--- config.mk ---
export PLATFORM = sky130hd
export DESIGN_NAME = hazard_scoreboard
export DESIGN_NICKNAME = d
export VERILOG_FILES = /design/src/rtl/pipe_pkg.sv /design/src/rtl/sb_stage_pipe.sv /design/src/rtl/hazard_scoreboard.sv
export SDC_FILE = /design/constraint.sdc
export NUM_CORES = 1
export LEC_CHECK = 0
export BUFFER_PORTS_ARGS = -buffer_cell sky130_fd_sc_hd__buf_2
export CAP_MARGIN = 20
export CORE_UTILIZATION = 29
export DETAILED_ROUTE_END_ITERATION = 7
export GPL_ROUTABILITY_DRIVEN = 0
export SYNTH_ARGS = -nofsm -noshare
export SYNTH_HDL_FRONTEND = slang
export SYNTH_SLANG_ARGS = --single-unit
--- constraint.sdc ---
create_clock -name clk -period 4.02 [get_ports clk]
set_clock_uncertainty 0.15 [all_clocks]
set_input_delay 0.402 -clock clk [delete_from_list [all_inputs] [get_ports clk]]
set_output_delay 0.402 -clock clk [all_outputs]
set_load 0.02 [all_outputs]
--- src/rtl/pipe_pkg.sv ---
// Shared pipeline types: register index width, stage count and the scoreboard entry.
package pipe_pkg;

  localparam int unsigned REG_IDX_W  = 5;
  localparam int unsigned NUM_REGS   = 32;
  localparam int unsigned NUM_STAGES = 3;
  localparam int unsigned CNT_W      = 2;
  localparam int unsigned INFL_W     = $clog2(NUM_STAGES + 1);
  localparam int unsigned CNT_MAX    = (1 << CNT_W) - 1;

  typedef logic [REG_IDX_W-1:0] reg_idx_t;
  typedef logic [CNT_W-1:0]     cnt_t;

  typedef struct packed {
    logic     valid;
    reg_idx_t rd;
    logic     is_load;
    logic     reg_write;
  } sb_entry_t;

  // An entry holds a pending-count reference only if it really writes a non-x0 register.
  function automatic logic entry_counts(input sb_entry_t e);
    return e.valid & e.reg_write & (e.rd != '0);
  endfunction

endpackage

--- src/rtl/sb_stage_pipe.sv ---
// EX -> ME -> WB entry shifter for the hazard scoreboard.
module sb_stage_pipe
  import pipe_pkg::*;
(
  input  logic              clk,
  input  logic              rst_n,
  input  logic              advance,
  input  logic              flush,
  input  sb_entry_t         ex_in,
  output sb_entry_t         ex_o,
  output logic              wb_counts_c,
  output reg_idx_t          wb_rd_o,
  output logic [INFL_W-1:0] n_valid_c
);

  sb_entry_t ex_q, ex_d;
  sb_entry_t me_q, me_d;
  sb_entry_t wb_q, wb_d;

  always_comb begin
    ex_d = ex_q;
    me_d = me_q;
    wb_d = wb_q;
    if (advance) begin
      wb_d = me_q;
      me_d = ex_q;
      // A squashed EX instruction still travels down as a dead bubble
      if (flush) me_d.valid = 1'b0;
      ex_d = ex_in;
    end
  end

  always_ff @(posedge clk) begin
    if (!rst_n) begin
      ex_q <= '0;
      me_q <= '0;
      wb_q <= '0;
    end else begin
      ex_q <= ex_d;
      me_q <= me_d;
      wb_q <= wb_d;
    end
  end

  assign ex_o        = ex_q;
  assign wb_rd_o     = wb_q.rd;
  assign wb_counts_c = entry_counts(wb_q);
  assign n_valid_c   = INFL_W'(ex_d.valid) + INFL_W'(me_d.valid) + INFL_W'(wb_d.valid);

endmodule

--- src/rtl/hazard_scoreboard.sv ---
// Register hazard scoreboard: per-register pending counts, load-use detection and
// a sticky check that retiring writebacks agree with the tracked WB entry.
module hazard_scoreboard
  import pipe_pkg::*;
(
  input  logic              clk,
  input  logic              rst_n,
  input  logic              issue_valid,
  input  reg_idx_t          issue_rd,
  input  logic              issue_reg_write,
  input  logic              issue_is_load,
  input  reg_idx_t          ID_rs1,
  input  reg_idx_t          ID_rs2,
  input  logic              stall_mem,
  input  logic              flush_ex,
  input  logic              wb_valid,
  input  reg_idx_t          wb_rd,
  output logic              load_use_stall,
  output logic              rs1_pending,
  output logic              rs2_pending,
  output logic [INFL_W-1:0] inflight_cnt,
  output logic              sb_error
);

  logic              advance;
  logic              accept;
  logic              lu_hit;
  logic              issue_counts;
  logic              ex_flush_counts;
  logic              wb_counts;
  logic              wb_mismatch;
  logic              sat_err;
  reg_idx_t          wb_entry_rd;
  logic [INFL_W-1:0] n_valid;
  sb_entry_t         ex_entry;
  sb_entry_t         ex_in;

  cnt_t              cnt_q [NUM_REGS];
  cnt_t              cnt_d [NUM_REGS];
  logic              sb_error_q, sb_error_d;
  logic [INFL_W-1:0] inflight_cnt_q;

  sb_stage_pipe u_pipe (
    .clk         (clk),
    .rst_n       (rst_n),
    .advance     (advance),
    .flush       (flush_ex),
    .ex_in       (ex_in),
    .ex_o        (ex_entry),
    .wb_counts_c (wb_counts),
    .wb_rd_o     (wb_entry_rd),
    .n_valid_c   (n_valid)
  );

  assign advance = ~stall_mem;
  assign lu_hit  = ex_entry.valid & ex_entry.is_load & ex_entry.reg_write &
                   (ex_entry.rd != '0) &
                   ((ex_entry.rd == ID_rs1) | (ex_entry.rd == ID_rs2));
  assign accept  = issue_valid & advance & ~lu_hit & ~flush_ex;

  assign issue_counts    = issue_reg_write & (issue_rd != '0);
  assign ex_flush_counts = flush_ex & entry_counts(ex_entry);

  // Offered instruction enters EX only when accepted; otherwise a bubble
  always_comb begin
    ex_in = '0;
    if (accept) begin
      ex_in.valid     = 1'b1;
      ex_in.rd        = issue_rd;
      ex_in.is_load   = issue_is_load;
      ex_in.reg_write = issue_reg_write;
    end
  end

  // Per-register pending counts with saturation; a same-cycle inc/dec cancels out
  always_comb begin
    int sum;
    sum     = 0;
    sat_err = 1'b0;
    for (int r = 0; r < int'(NUM_REGS); r++) cnt_d[r] = cnt_q[r];
    if (advance) begin
      for (int r = 1; r < int'(NUM_REGS); r++) begin
        sum = int'(cnt_q[r]);
        if (accept && issue_counts && (issue_rd == reg_idx_t'(r))) sum = sum + 1;
        if (wb_counts && (wb_entry_rd == reg_idx_t'(r)))           sum = sum - 1;
        if (ex_flush_counts && (ex_entry.rd == reg_idx_t'(r)))     sum = sum - 1;
        if (sum > int'(CNT_MAX)) begin
          cnt_d[r] = cnt_t'(CNT_MAX);
          sat_err  = 1'b1;
        end else if (sum < 0) begin
          cnt_d[r] = '0;
          sat_err  = 1'b1;
        end else begin
          cnt_d[r] = cnt_t'(sum);
        end
      end
    end
  end

  assign wb_mismatch = (wb_valid != wb_counts) ||
                       (wb_valid && wb_counts && (wb_rd != wb_entry_rd));
  assign sb_error_d  = sb_error_q | (advance & (wb_mismatch | sat_err));

  always_ff @(posedge clk) begin
    if (!rst_n) begin
      for (int r = 0; r < int'(NUM_REGS); r++) cnt_q[r] <= '0;
      sb_error_q     <= 1'b0;
      inflight_cnt_q <= '0;
    end else begin
      for (int r = 0; r < int'(NUM_REGS); r++) cnt_q[r] <= cnt_d[r];
      sb_error_q     <= sb_error_d;
      inflight_cnt_q <= n_valid;
    end
  end

  assign load_use_stall = rst_n & lu_hit;
  assign rs1_pending    = rst_n & (ID_rs1 != '0) & (cnt_q[ID_rs1] != '0);
  assign rs2_pending    = rst_n & (ID_rs2 != '0) & (cnt_q[ID_rs2] != '0);
  assign inflight_cnt   = inflight_cnt_q;
  assign sb_error       = sb_error_q;

endmodule

==> metrics <==
Nets 2,308; post-synthesis compound-gate area fraction 0.2390; prevailing post-synth register cell dfxtp_1; initial core utilization 0.2953; Skew-Pair Late Insertion Delay 390 ps; WL final roughly 56,000 um; maximum VDD drop ~0.21 mV; clock share of power 0.408; fraction of registers with async set/reset 0; IO Count 34; Hold Crit Depth 3; Arr. time, crit path 4570 ps; vias 15.92k; P&R area growth vs syn 36.09%; CTS Sinks 87; all-layer global routing usage 0.2344; Die X 214.4 um; sw frac 0.3357; worst-path fanout max 5; Leak between 6 and 7 nW; Post-Layout Cell Count between 2k and 3k; drt pass-1 iters 6; Tightest Pin Transition 880.9 ps; CP required 4140 ps; Placeable Area 44,320 sq um; final core utilization 0.4019; cell area after synthesis 13,090 sq um; post-route ant nets 0; met2 usage 0.3615; slowest cell on the critical path or4_4; Logic pwr share 0.196; TritonCTS Buffers 9; violated checks setup timing; XOR/XNOR Fraction of Synth Area 0.08403; CP cell instances nor2_4 -> nand2_2 -> o2111a_2 -> a211oi_4 -> buf_4 -> xnor2_2 -> ha_1 -> mux2_2 -> ha_1 -> nand2_1 -> xnor2_1 -> a32oi_1 -> or3_4 -> or4_4 -> nor4_4 -> nand4_1 -> nor4_2 -> a31oi_1; number of max-cap violations 0; GR peak layer met2; antenna violations before repair 2; crit path capture sb_error; Initial DRC Count 1,508; crit path capture type flip-flop; Register-to-Register Path Depth 18; Mapped Cells 1,761; FF+latch area 1758 sq um; CP top delay family simple AND/OR/NAND/NOR gates; number of synthesized flops with an enable pin 0; Synth Area in Simple Gates 0.2858; Slew Viols, Final 0; number of I/O port buffers 33; chip height 214.4 um; PwrDens 125.7 nW/um^2; Ys Warns 0; Max Clock Freq approximately 220 MHz; largest net degree at the start of global routing 69; RSZ-0062 raised after global routing true; worst slack, placed -626.1 ps; routed length per placed instance around 20 um; final hold violations 0; HPWL after DPL 44,470 um; placed inst area 16,830 sq um; Critical path origin u_pipe.ex_o[2]; Sw Pwr about 0.00075 W; sequential fraction of the synthesis area 0.1331; fin worst setup slack -431.5 ps; Final min period 4451 ps; worst path bufs/invs 1; layout cells sized above 1 0.2987; Placed Cells incl. Taps 2,716; capture point of the worst reg-to-reg path sb_error; worst reg2reg path startpoint u_pipe.ex_o[2]; Post-Syn Area per Cell around 7.4 sq um; Multi-input gate area ~11,000 sq um; P_int 0.001487 W; vias per inst 5.786; number of synthesized register bits 87; slew margin rel. 0.4127; vias in the first global route 14.72k; critical path class flip-flop to flip-flop; hold-fix buffers at CTS 0; clock root cell clkbuf_16; most common cell after layout, fill and taps aside buf_4; clk buf depth 2; startpoint types flip-flop; fin area between 15,000 and 20,000 sq um; clock slew at reported path FFs 80 ps; sequential power share 0.396; critical path's most frequent cell ha_1; largest family of logic cells by synthesized area simple AND/OR/NAND/NOR gates; htree depth 3; DR DRC count 0; first-pass GRT wire length 83,880 um; Final period util 1.107; M1 GR Usage 0.3078; mux cell area share after synthesis 0.09608; WP depth 18; Die Area about 46,000 sq um; HP Class input port to flip-flop; Layout fillers about 4.5k; Final Total Pwr 0.002239 W; commonest non-fill, non-tap cells in the layout 430 x buf_4, 206 x nand2_1, 182 x nor2_1; Std-Cell Rows 77; grt met3 use 0.04071; Synth cell types 93; Critical Path Max Stage Delay approximately 510 ps; Final setup viols 1; R2R setup slack -430 ps; adder-cell area share of the yosys netlist 0.1210; GRT overflow 0; status finished, violations left; Mapped Nets 1,915; TritonCTS clock tree yes
## area by class of cell
type | instances | share of cell area
Multi-Input combinational cell | 1550 | 0.6372
Timing Repair Buffer | 470 | 0.1987
Sequential cell | 87 | 0.09870
Tap cell | 592 | 0.04159
Clock buffer | 9 | 0.01264
Inverter | 36 | 0.007587
Clock inverter | 7 | 0.003442
Antenna cell | 1 | 0.0001405
## cell families after synthesis
family                     count (synthesis)
xor gates and xnor gates                 124
buffers and inverters                    124
adders and majority gates                126
AOI/OAI and AO/OA                        438
muxes                                    106
DFF                                       87
and+or+nand+nor                          756
## worst reg2reg max path: stages (launching register included)
cell and delay (ps):
dfxtp_4 410, nor2_4 140, nand2_2 70, o2111a_2 330, a211oi_4 320, buf_4 180, xnor2_2 70, ha_1 320
mux2_2 290, ha_1 200, nand2_1 90, xnor2_1 120, a32oi_1 100, or3_4 360, or4_4 510, nor4_4 150
nand4_1 140, nor4_2 290, a31oi_1 110
## synthesized netlist by cell type (11+ instances only)
| master | number | area, sq um |
|---|---|---|
| nor3_1 | 76 | 380.4 |
| a21oi_1 | 102 | 510.5 |
| nand2b_1 | 19 | 118.9 |
| o31ai_1 | 11 | 82.58 |
| o22ai_1 | 11 | 68.82 |
| nor4b_1 | 11 | 96.34 |
| buf_2 | 14 | 70.07 |
| clkbuf_1 | 57 | 214.0 |
| a21o_1 | 12 | 90.09 |
| nand2_1 | 207 | 777.0 |
| and3_1 | 13 | 81.33 |
| nand4_1 | 22 | 137.6 |
| nor3b_1 | 19 | 142.6 |
| a22oi_1 | 12 | 90.09 |
| xnor2_1 | 93 | 814.5 |
| mux2_2 | 16 | 180.2 |
| a31oi_1 | 25 | 156.4 |
| a211oi_1 | 34 | 255.2 |
| mux4_2 | 14 | 315.3 |
| nor2b_1 | 74 | 462.9 |
| mux2i_1 | 75 | 750.7 |
| nor2_1 | 184 | 690.7 |
| o211ai_1 | 23 | 172.7 |
| dfxtp_1 | 87 | 1742 |
| ha_1 | 125 | 1564 |
| inv_1 | 36 | 135.1 |
| o21ai_0 | 67 | 335.3 |
| nand3_1 | 52 | 260.3 |
| and2_1 | 16 | 100.1 |
| a211oi_2 | 14 | 175.2 |
| nor4_1 | 15 | 93.84 |
| xor2_1 | 30 | 262.8 |
## metal layers
layer  vias to the layer above  share of wire
met4                         2          0.059
met1                      7576           0.41
met2                       818           0.44
li1                       7331              -
met3                       197          0.098
met5                         -        0.00025
## worst min-delay path by stage
stage              startpoint           endpoint
2_1_floorplan    cnt_q[27][1]       cnt_q[27][1]
3_3_place_gp   u_pipe.me_q[2]  u_pipe.wb_rd_o[0]
3_5_place_dp   u_pipe.me_q[2]  u_pipe.wb_rd_o[0]
4_1_cts         issue_is_load     u_pipe.ex_o[1]
5_1_grt         issue_is_load     u_pipe.ex_o[1]
6_report        issue_is_load     u_pipe.ex_o[1]
## sequential cells by signal (all words and copies together), names as in the netlist
signal          flops
u_pipe.ex_o         8
u_pipe.wb_rd_o      5
u_pipe.me_q         7
cnt_q              62
inflight_cnt        2
u_pipe.wb_q         2
sb_error            1
## stage by stage
| step | setup TNS (ps) | hold WS [ps] |
|---|---|---|
| final | -431.5 | 204.8 |
| after CTS | -293.9 | 165.7 |
| after floorplan | -165.8 | 329.4 |
| after global placement | -1345 | 342.3 |
| after global routing | -1095 | 229.4 |
| after detailed placement | -1942 | 354.5 |
## power by group through the flow
| stage | registers (W) | clock network [W] | logic (W) |
|---|---|---|---|
| 6_report | 0.000887 | 0.000913 | 0.000438 |
| 5_1_grt | 0.000888 | 0.000962 | 0.000459 |
| 4_1_cts | 0.000886 | 0.000934 | 0.000409 |
| 3_5_place_dp | 0.000907 | 0 | 0.000400 |
| 3_3_place_gp | 0.000907 | 0 | 0.000393 |
| 2_1_floorplan | 0.000901 | 0 | 0.000225 |
## timing repair
item                                    CTS  global route
resized for setup                        24            79
buffers inserted                          7            12
pin swaps                                10            29
endpoints found under the setup margin    9            37
Power figures use the tool's default switching activity.
